===== src/rtl/hazard_pipe_ctrl.sv =====
`default_nettype none
// ============================================================================
//  Module  : hazard_pipe_ctrl
//  Brief   : Tracks register indices and write-enables of in-flight
//            instructions through ID/EX, EX/MEM and MEM/WB. Detects load-use
//            hazards (one-cycle stall plus bubble), squashes ID on a taken
//            branch and counts load-use stall cycles with saturation.
//  Revision: 1.0 - initial release
// ============================================================================
module hazard_pipe_ctrl #(
  parameter int RA_W  = 5,
  parameter int CNT_W = 16
) (
  input  logic             clk,
  input  logic             rst,
  input  logic             en,
  input  logic             valid_id,
  input  logic [RA_W-1:0]  rs1_id,
  input  logic [RA_W-1:0]  rs2_id,
  input  logic [RA_W-1:0]  rd_id,
  input  logic             use_rs1_id,
  input  logic             use_rs2_id,
  input  logic             reg_write_id,
  input  logic             mem_read_id,
  input  logic             branch_taken_ex,
  output logic [RA_W-1:0]  rs1_ex,
  output logic [RA_W-1:0]  rs2_ex,
  output logic [RA_W-1:0]  rd_ex,
  output logic [RA_W-1:0]  rd_mem,
  output logic [RA_W-1:0]  rd_wb,
  output logic             reg_write_mem,
  output logic             reg_write_wb,
  output logic             stall_if_id,
  output logic             flush_if_id,
  output logic [CNT_W-1:0] stall_cnt
);

  localparam logic [RA_W-1:0]  c_zero_ra = '0;
  localparam logic [CNT_W-1:0] c_cnt_max = '1;

  // ID/EX stage
  logic            r_ex_valid;
  logic            r_ex_reg_write;
  logic            r_ex_mem_read;
  logic [RA_W-1:0] r_ex_rs1;
  logic [RA_W-1:0] r_ex_rs2;
  logic [RA_W-1:0] r_ex_rd;

  // EX/MEM and MEM/WB stages; write-enables already exclude bubbles and x0
  logic            r_mem_reg_write;
  logic [RA_W-1:0] r_mem_rd;
  logic            r_wb_reg_write;
  logic [RA_W-1:0] r_wb_rd;

  logic [CNT_W-1:0] r_stall_cnt;

  logic w_load_use;
  logic w_bubble;
  logic w_ex_writes;

  // Load in EX whose destination is read by the instruction waiting in ID
  assign w_load_use = en & valid_id & r_ex_valid & r_ex_mem_read &
                      (r_ex_rd != c_zero_ra) &
                      ((use_rs1_id & (rs1_id == r_ex_rd)) |
                       (use_rs2_id & (rs2_id == r_ex_rd)));

  // A taken branch overrides the stall: the dependent instruction is squashed anyway
  assign stall_if_id = w_load_use & ~branch_taken_ex;
  assign flush_if_id = en & branch_taken_ex;
  assign w_bubble    = branch_taken_ex | w_load_use;

  // x0 writes are reported as no write at all
  assign w_ex_writes = r_ex_reg_write & (r_ex_rd != c_zero_ra);

  // ID/EX register: bubble on hazard or branch, otherwise capture the ID fields
  always_ff @(posedge clk) begin
    if (rst) begin
      r_ex_valid     <= 1'b0;
      r_ex_reg_write <= 1'b0;
      r_ex_mem_read  <= 1'b0;
      r_ex_rs1       <= '0;
      r_ex_rs2       <= '0;
      r_ex_rd        <= '0;
    end else if (en) begin
      if (w_bubble) begin
        r_ex_valid     <= 1'b0;
        r_ex_reg_write <= 1'b0;
        r_ex_mem_read  <= 1'b0;
        r_ex_rs1       <= '0;
        r_ex_rs2       <= '0;
        r_ex_rd        <= '0;
      end else begin
        r_ex_valid     <= valid_id;
        r_ex_reg_write <= valid_id & reg_write_id;
        r_ex_mem_read  <= valid_id & mem_read_id;
        r_ex_rs1       <= rs1_id;
        r_ex_rs2       <= rs2_id;
        r_ex_rd        <= rd_id;
      end
    end
  end

  // EX/MEM and MEM/WB registers always advance when enabled
  always_ff @(posedge clk) begin
    if (rst) begin
      r_mem_reg_write <= 1'b0;
      r_mem_rd        <= '0;
      r_wb_reg_write  <= 1'b0;
      r_wb_rd         <= '0;
    end else if (en) begin
      r_mem_reg_write <= w_ex_writes;
      r_mem_rd        <= w_ex_writes ? r_ex_rd : c_zero_ra;
      r_wb_reg_write  <= r_mem_reg_write;
      r_wb_rd         <= r_mem_rd;
    end
  end

  // Saturating count of load-use stall cycles
  always_ff @(posedge clk) begin
    if (rst) begin
      r_stall_cnt <= '0;
    end else if (stall_if_id && (r_stall_cnt != c_cnt_max)) begin
      r_stall_cnt <= r_stall_cnt + CNT_W'(1);
    end
  end

  assign rs1_ex        = r_ex_rs1;
  assign rs2_ex        = r_ex_rs2;
  assign rd_ex         = r_ex_rd;
  assign rd_mem        = r_mem_rd;
  assign rd_wb         = r_wb_rd;
  assign reg_write_mem = r_mem_reg_write;
  assign reg_write_wb  = r_wb_reg_write;
  assign stall_cnt     = r_stall_cnt;

endmodule
`default_nettype wire


===== config.mk =====
export PLATFORM = sky130hd
export DESIGN_NAME = hazard_pipe_ctrl
export DESIGN_NICKNAME = d
export VERILOG_FILES = /design/src/rtl/hazard_pipe_ctrl.sv
export SDC_FILE = /design/constraint.sdc
export NUM_CORES = 1
export LEC_CHECK = 0
export BUFFER_PORTS_ARGS = -buffer_cell sky130_fd_sc_hd__clkbuf_2
export CORE_UTILIZATION = 53
export DETAILED_ROUTE_END_ITERATION = 12
export PLACE_DENSITY_LB_ADDON = 0.2
export SYNTH_ARGS = -nofsm -noshare
export SYNTH_HDL_FRONTEND = slang
export SYNTH_SLANG_ARGS = --single-unit

===== constraint.sdc =====
create_clock -name clk -period 5.65 [get_ports clk]
set_input_delay 0.2825 -clock clk [delete_from_list [all_inputs] [get_ports clk]]
set_output_delay 0.2825 -clock clk [all_outputs]
set_load 0.02 [all_outputs]

# [Yosys cells after proc, flatten, opt, wreduce, memory -nomap -nowiden]
# Cells that the tools add are included.
[classes] n_reduce_logical=2 n_bitwise=15 muxes=7 n_eq_ne=3 addsub=1
[ops] operator="$mux 5" count=4
[ops] operator="$add 16x1->16 const B" count=1
[ops] operator="$ne 16x16->1 const B" count=1
[ops] operator="$and 1x1->1" count=12
[ops] operator="$eq 5x5->1" count=2
[ops] operator="$reduce_bool 5->1" count=1
[ops] operator="$mux 1" count=3
[ops] operator="$or 1x1->1" count=2
[ops] operator="$logic_and 1x1->1" count=1
[ops] operator="$not 1->1" count=1
[totals] input_bits=24 out_inout_bits=45 register_bits=46 elab_cells=39

# [Longest topological paths before layout]
# Gate-level depths: netlist of run 1.
[depth] depth_word=7 mapped_depth=8 depth_no_buf=5

# [Worst setup path after synthesis of run 1]
# No wires, ideal clock.
[synth_path] path_type="register to register" from="reg r_ex_rd[4] (netlist: rd_ex[4])" to="reg r_stall_cnt[8] (netlist: stall_cnt[8])" setup_ns=0.121 synth_period_minus_slack_ns=2.091 arrival_time_ns=1.970 stages_incl_launch_ff=8 slack_ns=3.559 path_buffers=2 required_time_ns=5.529 cell_sequence="dfxtp_1 > buf_2 > xnor2_1 > nand4_1 > o22a_1 > clkbuf_1 > nor4_1 > mux2_2"
[synth_via] elab_chain_len=6 word_cells_on_any_way=10 cone_classes="2 x eq/ne; 6 x bitwise; 2 x reduce/logical"
[synth_lines] element="start, declared" line_no="47" text="logic [RA_W-1:0] r_ex_rd;"
[synth_lines] element="start signal, assigned" line_no="98" text="r_ex_rd <= rd_id;"
[synth_lines] element="$eq 5x5->1, on equally long branches" line_no="64, 65"
[synth_lines] element="$and 1x1->1, on equally long branches" line_no="64, 65"
[synth_lines] element="$or 1x1->1" line_no="64" text="((use_rs1_id & (rs1_id == r_ex_rd)) |"
[synth_lines] element="$and 1x1->1 *" line_no="63" text="(r_ex_rd != c_zero_ra) &"
[synth_lines] element="$and 1x1->1 *" line_no="68" text="assign stall_if_id = w_load_use & ~branch_taken_ex;"
[synth_lines] element="$logic_and 1x1->1 *" line_no="122" text="end else if (stall_if_id && (r_stall_cnt != c_cnt_max)) begin"
[synth_lines] element="end signal, assigned" line_no="123" text="r_stall_cnt <= r_stall_cnt + CNT_W'(1);"
[synth_lines] element="end, declared" line_no="55" text="logic [CNT_W-1:0] r_stall_cnt;"
# Every way passes the cells marked *; elsewhere a longest branch is shown, timed or not.
# A chain may end at the register's enable or synchronous reset.

# [Final worst setup path of run 1]
[layout_path] from="reg r_ex_rd[0] (netlist: rd_ex[0])" to="reg r_ex_rs1[2] (netlist: rs1_ex[2])"
[layout_via] elab_chain_len=6 word_cells_on_any_way=10 cone_classes="2 x eq/ne; 1 x mux; 6 x bitwise; 1 x reduce/logical"
[layout_lines] element="$eq 5x5->1, on equally long branches" line_no="64, 65"
[layout_lines] element="$and 1x1->1, on equally long branches" line_no="64, 65"
[layout_lines] element="$or 1x1->1" line_no="64"
[layout_lines] element="$and 1x1->1 *" line_no="63"
[layout_lines] element="$or 1x1->1 *" line_no="70" text="assign w_bubble = branch_taken_ex | w_load_use;"
[layout_lines] element="$mux 5 *" line_no="85" text="if (w_bubble) begin"
[layout_lines] element="end signal, assigned" line_no="96" text="r_ex_rs1 <= rs1_id;"
[layout_lines] element="end, declared" line_no="45" text="logic [RA_W-1:0] r_ex_rs1;"
# Marks and branches as above.

==> results.py, run 1 <==
metrics = {
    "clocking": {
        "cts_resized": 0,
        "clk_latency_ns": 0.30,
        "cts-root-buf": "clkbuf_8",
        "hold_buffers": 0,
        "cts.sinks": 46,
        "htreeDepth": 2,
        "numCtsBuffers": 5,
        "cts_tree": "yes",
        "clk_pin_slew_worst_paths_ns": 0.08,
        "cts_setup_buffers": 0,
        "max-clock-path-buffers": 2,
    },
    "logic_synthesis": {
        "syn_nets": 237,
        "synth_cell_type_count": 45,
        "ys_ff_latch": 46,
        "synth_top_cell_area_share_pct": 45.26,
        "synth_warnings": 0,
        "yosysSeqAreaShare_pct": 45.26,
        "synth_cells": 212,
        "yosys.area.top_type": "dfxtp_1",
        "synth.avg_cell_area_um2": 9.596,
        "syn_area_um2": 2034,
        "yosys-top-cells-area": "dfxtp_1, a22o_1, a21oi_1",
    },
    "route": {
        "vias": 1868,
        "drc": 0,
        "routed_wl_um": 4472,
        "viasPerCell": 5.748,
        "initialDrtViolationCount": 124,
        "routedWlPerCell_um": 13.76,
        "first_pass_iters": 4,
        "postRouteAntennaNets": 0,
    },
    "final_layout": {
        "final_common_cell": "clkbuf_2",
        "final_cell_mix": "clkbuf_2, dfxtp_1, a21oi_1",
        "drive_above_1_share_pct": 30.69,
        "fillers": 319,
        "final_util_pct": 67.60,
        "finalNetCount": 301,
        "finalNonFillerCells": 325,
        "diodes": 0,
        "syn_to_final_growth_pct": 21.65,
    },
    "hold_path": {
        "min_path_type": "in -> reg",
        "hold_path.startpoint": "rd_id[4]",
        "hold_depth": 2,
        "whs_endpoint": "rd_ex[4]",
    },
    "worst_setup_path": {
        "cp_max_fo": 18,
        "r2r-start": "rd_ex[0]",
        "rrSetupSlack_ns": 3.31,
        "regToRegEndpoint": "rs1_ex[2]",
        "cp-startpoint": "rd_ex[0]",
        "arrival_ns": 2.58,
        "start_kind": "flop",
        "cp.required_ns": 5.89,
        "reg2reg_depth": 5,
        "critPathCaptureType": "flop",
        "path_class": "reg -> reg",
    },
    "placement": {
        "preCtsSetupSlack_ns": 3.328,
        "gp_congestion": 0.8147,
        "hpwl_um": 3153,
        "dp.cells": 317,
        "port_buffers": 68,
    },
    "grt": {
        "grt-busiest-layer": "met2",
        "grt_use_total_pct": 22.83,
        "grtUsageMet2_pct": 36.30,
        "grt_pass1_wl_um": 7217,
        "met3_usage_pct": 4.286,
        "grt_max_degree": 34,
        "grtUsageMet1_pct": 29.54,
        "grt_pass1_vias": 1565,
        "grt_overflow_total": 0,
        "antenna_found_initial": 0,
    },
    "sta": {
        "fin_setup_tns_ns": 0,
        "worst_slew_pin_slew_ns": 1.134,
        "final.setup.worst_slack_ns": 3.309,
        "setup_viol": 0,
        "min_period_ns": 2.341,
        "rsz0062_at_grt": "false",
        "slew_viol_final": 0,
        "fin_skew_ns": 0.002554,
        "slew_headroom_pct": 24.15,
        "period_share_pct": 41.43,
        "max_freq_mhz": 427.2,
        "hold_violations": 0,
    },
    "die": {
        "pin_count": 69,
        "coreArea_um2": 3661,
        "die_h_um": 63.96,
        "dieArea_um2": 4090,
        "rows": 22,
        "initial_core_util_pct": 55.57,
        "die_x_um": 63.96,
    },
    "power": {
        "p_per_area_nw_per_um2": 238.7,
        "peakVddDrop_mv": 0.1705,
        "p_leak_uw": 0.001007,
    },
    "outcome": {
        "status": "finished, final reports clean",
    },
    "flow_run": {
        "cap_viol_max_count": 0,
    },
}
-- logic make-up after synthesis --
family / count (synthesis) / share of synthesized area, %
AO/OA/AOI/OAI: 59 / 22.02
XOR/XNOR: 10 / 4.305
adder cells (fa/ha/maj): 1 / 0.6149
buffers and inverters: 15 / 3.259
flip-flops: 46 / 45.26
multiplexers: 7 / 3.506
AND/OR/NAND/NOR: 74 / 21.03
-- stage by stage --
| step | hold WS (ns) | power [uW] | instance area (um2) |
|---|---|---|---|
| 5_1_grt | 0.1933 | 614.4 | 2475 |
| 6_report | 0.1941 | 590.7 | 2475 |
| 2_1_floorplan | 0.4151 | 373.2 | 2034 |
| 3_5_place_dp | 0.4533 | 392.1 | 2384 |
| 4_1_cts | 0.1886 | 594.0 | 2475 |
| 3_3_place_gp | 0.4558 | 391.9 | 2384 |
-- worst max path at each step --
stage / depth (start not counted) / end / slack (ns)
2_1_floorplan: 7 / stall_cnt[8] / 3.56
3_3_place_gp: 5 / r_ex_mem_read / 3.33
3_5_place_dp: 5 / rs1_ex[3] / 3.33
4_1_cts: 5 / rs1_ex[2] / 3.32
5_1_grt: 5 / rs1_ex[1] / 3.15
6_report: 5 / rs1_ex[2] / 3.31
-- synthesized netlist by cell type (all sizes together) --
cell type and instances:
a2111oi 1, a32o 2, o41ai 1, nand2 12, o211a 1, nand2b 1
or4 7, nor3 2, a21oi 18, nand4 7, a22o 16, and2 5
inv 4, or3b 1, o21ai 5, ha 1, dfxtp 46, nor2b 1
nand3 11, xnor2 10, and4 6, clkbuf 7, o31ai 6, a211oi 1
o2111a 1, mux2i 6, nor4 2, or2 2, buf 4, o211ai 3
o22ai 2, or3 3, o22a 1, o311ai 1, mux2 1, and4b 1
and3 3, nor2 10
-- cell type report --
class	instances	area, um2	area share [%]
clock buffers	7	86.33	3.488
clock inverters	1	5.005	0.2022
inverters	4	15.01	0.6067
multi-input cells	151	1047	42.32
flip-flops and latches	46	920.9	37.21
well taps	48	60.06	2.427
repair buffers	68	340.3	13.75
-- layer usage --
layer / share of wire (%) / wire (um)
met1: 46 / 2040
met2: 48 / 2163
met3: 4.4 / 197
met4: 1.6 / 71
met5: 0 / 0
-- sequential cells by signal (all words and copies together), names as in the netlist --
| register | count |
|---|---|
| r_ex_valid | 1 |
| rs1_ex | 5 |
| rd_wb | 5 |
| rd_ex | 5 |
| r_ex_reg_write | 1 |
| rs2_ex | 5 |
| rd_mem | 5 |
| reg_write_wb | 1 |
| stall_cnt | 16 |
| reg_write_mem | 1 |
| r_ex_mem_read | 1 |
-- worst max-delay path, stage by stage (launching register included) --
cell and delay [ns]:
dfxtp_1 0.38, or4_4 0.58, nor2_2 0.09, nor2_1 0.07
a2111oi_4 0.89, a22o_1 0.27
-- report_power, final --
part	switching, uW	internal, uW
clock	107	98.7
sequential	5.30	329
combinational	29.1	21.4
Power figures use the tool's default switching activity.
==> run 2, diff against run 1 <==
Settings changed: CORE_UTILIZATION 53 to 45.
Clock period 5.65 ns to 2.02 ns, I/O delays scaled along.
==> run 2 against run 1 <==
Net effect: worst hold slack got worse by 0.17 ns; non-clock buffer count rose by 14; clock skew rose by 0.00090 ns; global-route usage fell by 2.7 points; via count rose by 2.5%; cell area rose by 7.1%; combinational power rose to 3.1 times the previous value; highest routed layer unchanged; sequential share of layout area fell by 2.2 points; critical path depth fell by 1; count of clock-buffer cells in the layout fell by 1; routed wire length rose by 8.2%; flip-flop and latch count did not move.
==> results.py, run 2 (synthesis results as in run 1) <==
metrics = {
    "grt": {
        "grt_max_degree": 33,
        "grt_pass1_vias": 1698,
        "grt_overflow_total": 0,
        "grt_pass1_wl_um": 7941,
        "grt_use_total_pct": 20.14,
        "antenna_found_initial": 0,
    },
    "die": {
        "die_x_um": 69.24,
        "initial_core_util_pct": 46.72,
        "rows": 24,
        "dieArea_um2": 4794,
        "pin_count": 69,
        "coreArea_um2": 4354,
        "die_h_um": 69.24,
    },
    "clocking": {
        "clk_latency_ns": 0.29,
        "clk_pin_slew_worst_paths_ns": 0.08,
        "cts-root-buf": "clkbuf_8",
        "htreeDepth": 2,
        "cts.sinks": 46,
        "cts_tree": "yes",
        "max-clock-path-buffers": 2,
        "numCtsBuffers": 5,
        "cts_setup_buffers": 0,
    },
    "sta": {
        "worst_slew_pin_slew_ns": 1.161,
        "min_period_ns": 1.913,
        "final.setup.worst_slack_ns": 0.1070,
        "fin_setup_tns_ns": 0,
        "fin_skew_ns": 0.003450,
        "slew_viol_final": 0,
        "slew_headroom_pct": 22.31,
        "period_share_pct": 94.70,
        "max_freq_mhz": 522.7,
        "hold_ws_ns": 0.02259,
        "hold_violations": 0,
        "rsz0062_at_grt": "false",
        "setup_viol": 0,
    },
    "final_layout": {
        "largest_reg_flops": 16,
        "final_cell_mix": "clkbuf_2, dfxtp_1, a21oi_1",
        "finalNonFillerCells": 343,
        "fillers": 397,
        "finalNetCount": 315,
        "final_common_cell": "clkbuf_2",
        "multi_input_area_um2": 1056,
        "syn_to_final_growth_pct": 30.32,
        "regArea_um2": 927.1,
        "diodes": 0,
        "drive_above_1_share_pct": 36.43,
    },
    "route": {
        "routed_wl_um": 4837,
        "viasPerCell": 5.580,
        "drc": 0,
        "postRouteAntennaNets": 0,
        "vias": 1914,
        "routedWlPerCell_um": 14.10,
        "first_pass_iters": 4,
        "initialDrtViolationCount": 99,
    },
    "outcome": {
        "status": "finished, final reports clean",
    },
    "hold_path": {
        "hold_path.startpoint": "rd_id[4]",
        "min_path_type": "in -> reg",
        "hold_depth": 2,
        "whs_endpoint": "rd_ex[4]",
    },
    "placement": {
        "preCtsSetupSlack_ns": 0.05597,
        "gp_congestion": 0.8552,
        "port_buffers": 68,
        "dp.cells": 335,
        "hpwl_um": 3536,
    },
    "worst_setup_path": {
        "cp.required_ns": 1.92,
        "critPathCaptureType": "output port",
        "regToRegEndpoint": "stall_cnt[14]",
        "start_kind": "flop",
        "cp_max_fo": 8,
        "r2r-start": "rd_ex[0]",
        "reg2reg_depth": 5,
        "path_class": "reg -> out",
        "rrSetupSlack_ns": 0.11,
        "arrival_ns": 1.81,
    },
    "power": {
        "p_leak_uw": 0.001109,
        "peakVddDrop_mv": 0.4708,
        "power_uw": 1918,
        "p_per_area_nw_per_um2": 723.3,
    },
    "flow_run": {
        "cap_viol_max_count": 0,
    },
}
==> run 2: power by group <==
part / switching, uW / internal [uW]
clock: 300 / 528
combinational: 87.3 / 69.0
sequential: 13.4 / 921
total: 401 / 1520
==> run 2: final cells by class <==
type | count | area share [%]
clock buffer | 6 | 3.115
clock inverter | 2 | 2.265
inverter | 4 | 0.5663
multi-input combinational | 151 | 39.83
sequential | 46 | 34.97
tap | 52 | 2.454
timing repair buffer | 82 | 16.80
==> run 2: timing repair <==
action	4_1_cts	5_1_grt
hold buffers	0	0
endpoints found under the hold margin	0	0
endpoints found under the setup margin	0	12
gates resized for setup	0	6
==> run 2: per-layer routing <==
layer / track usage, % / share of wire, % / routed length, um / up-vias
met1: 26.98 / 47 / 2261 / 894
li1: - / - / - / 964
met4: 4.082 / 0.31 / 15 / 0
met2: 33.01 / 48 / 2329 / 54
met3: 4.942 / 4.8 / 230 / 2
met5: 0 / 0 / 0 / -
==> run 2: critical path, stage by stage, from the launching register on <==
cell	delay, ns
dfxtp_2	0.36
or4_4	0.56
o211a_4	0.29
and2_1	0.16
clkbuf_2	0.15
==> run 2: stage by stage <==
| stage | instance area (um2) | util [%] |
|---|---|---|
| final | 2651 | 60.89 |
| after global routing | 2651 | 60.89 |
| after CTS | 2638 | 60.57 |
| after detailed placement | 2495 | 57.30 |
| after global placement | 2495 | 57.30 |
| after floorplan | 2038 | - |
==> run 2: worst max-delay path by stage <==
| stage | depth (start not counted) | slack [ns] | start | endpoint |
|---|---|---|---|---|
| after floorplan | 6 | 0.01 | rd_ex[1] | stall_cnt[8] |
| after global placement | 5 | 0.12 | rd_ex[0] | stall_cnt[14] |
| after detailed placement | 5 | 0.06 | rd_ex[0] | stall_cnt[14] |
| after CTS | 4 | 0.03 | rd_ex[0] | stall_if_id |
| after global routing | 5 | 0.002 | rd_ex[0] | stall_cnt[14] |
| final | 4 | 0.11 | rd_ex[0] | stall_if_id |
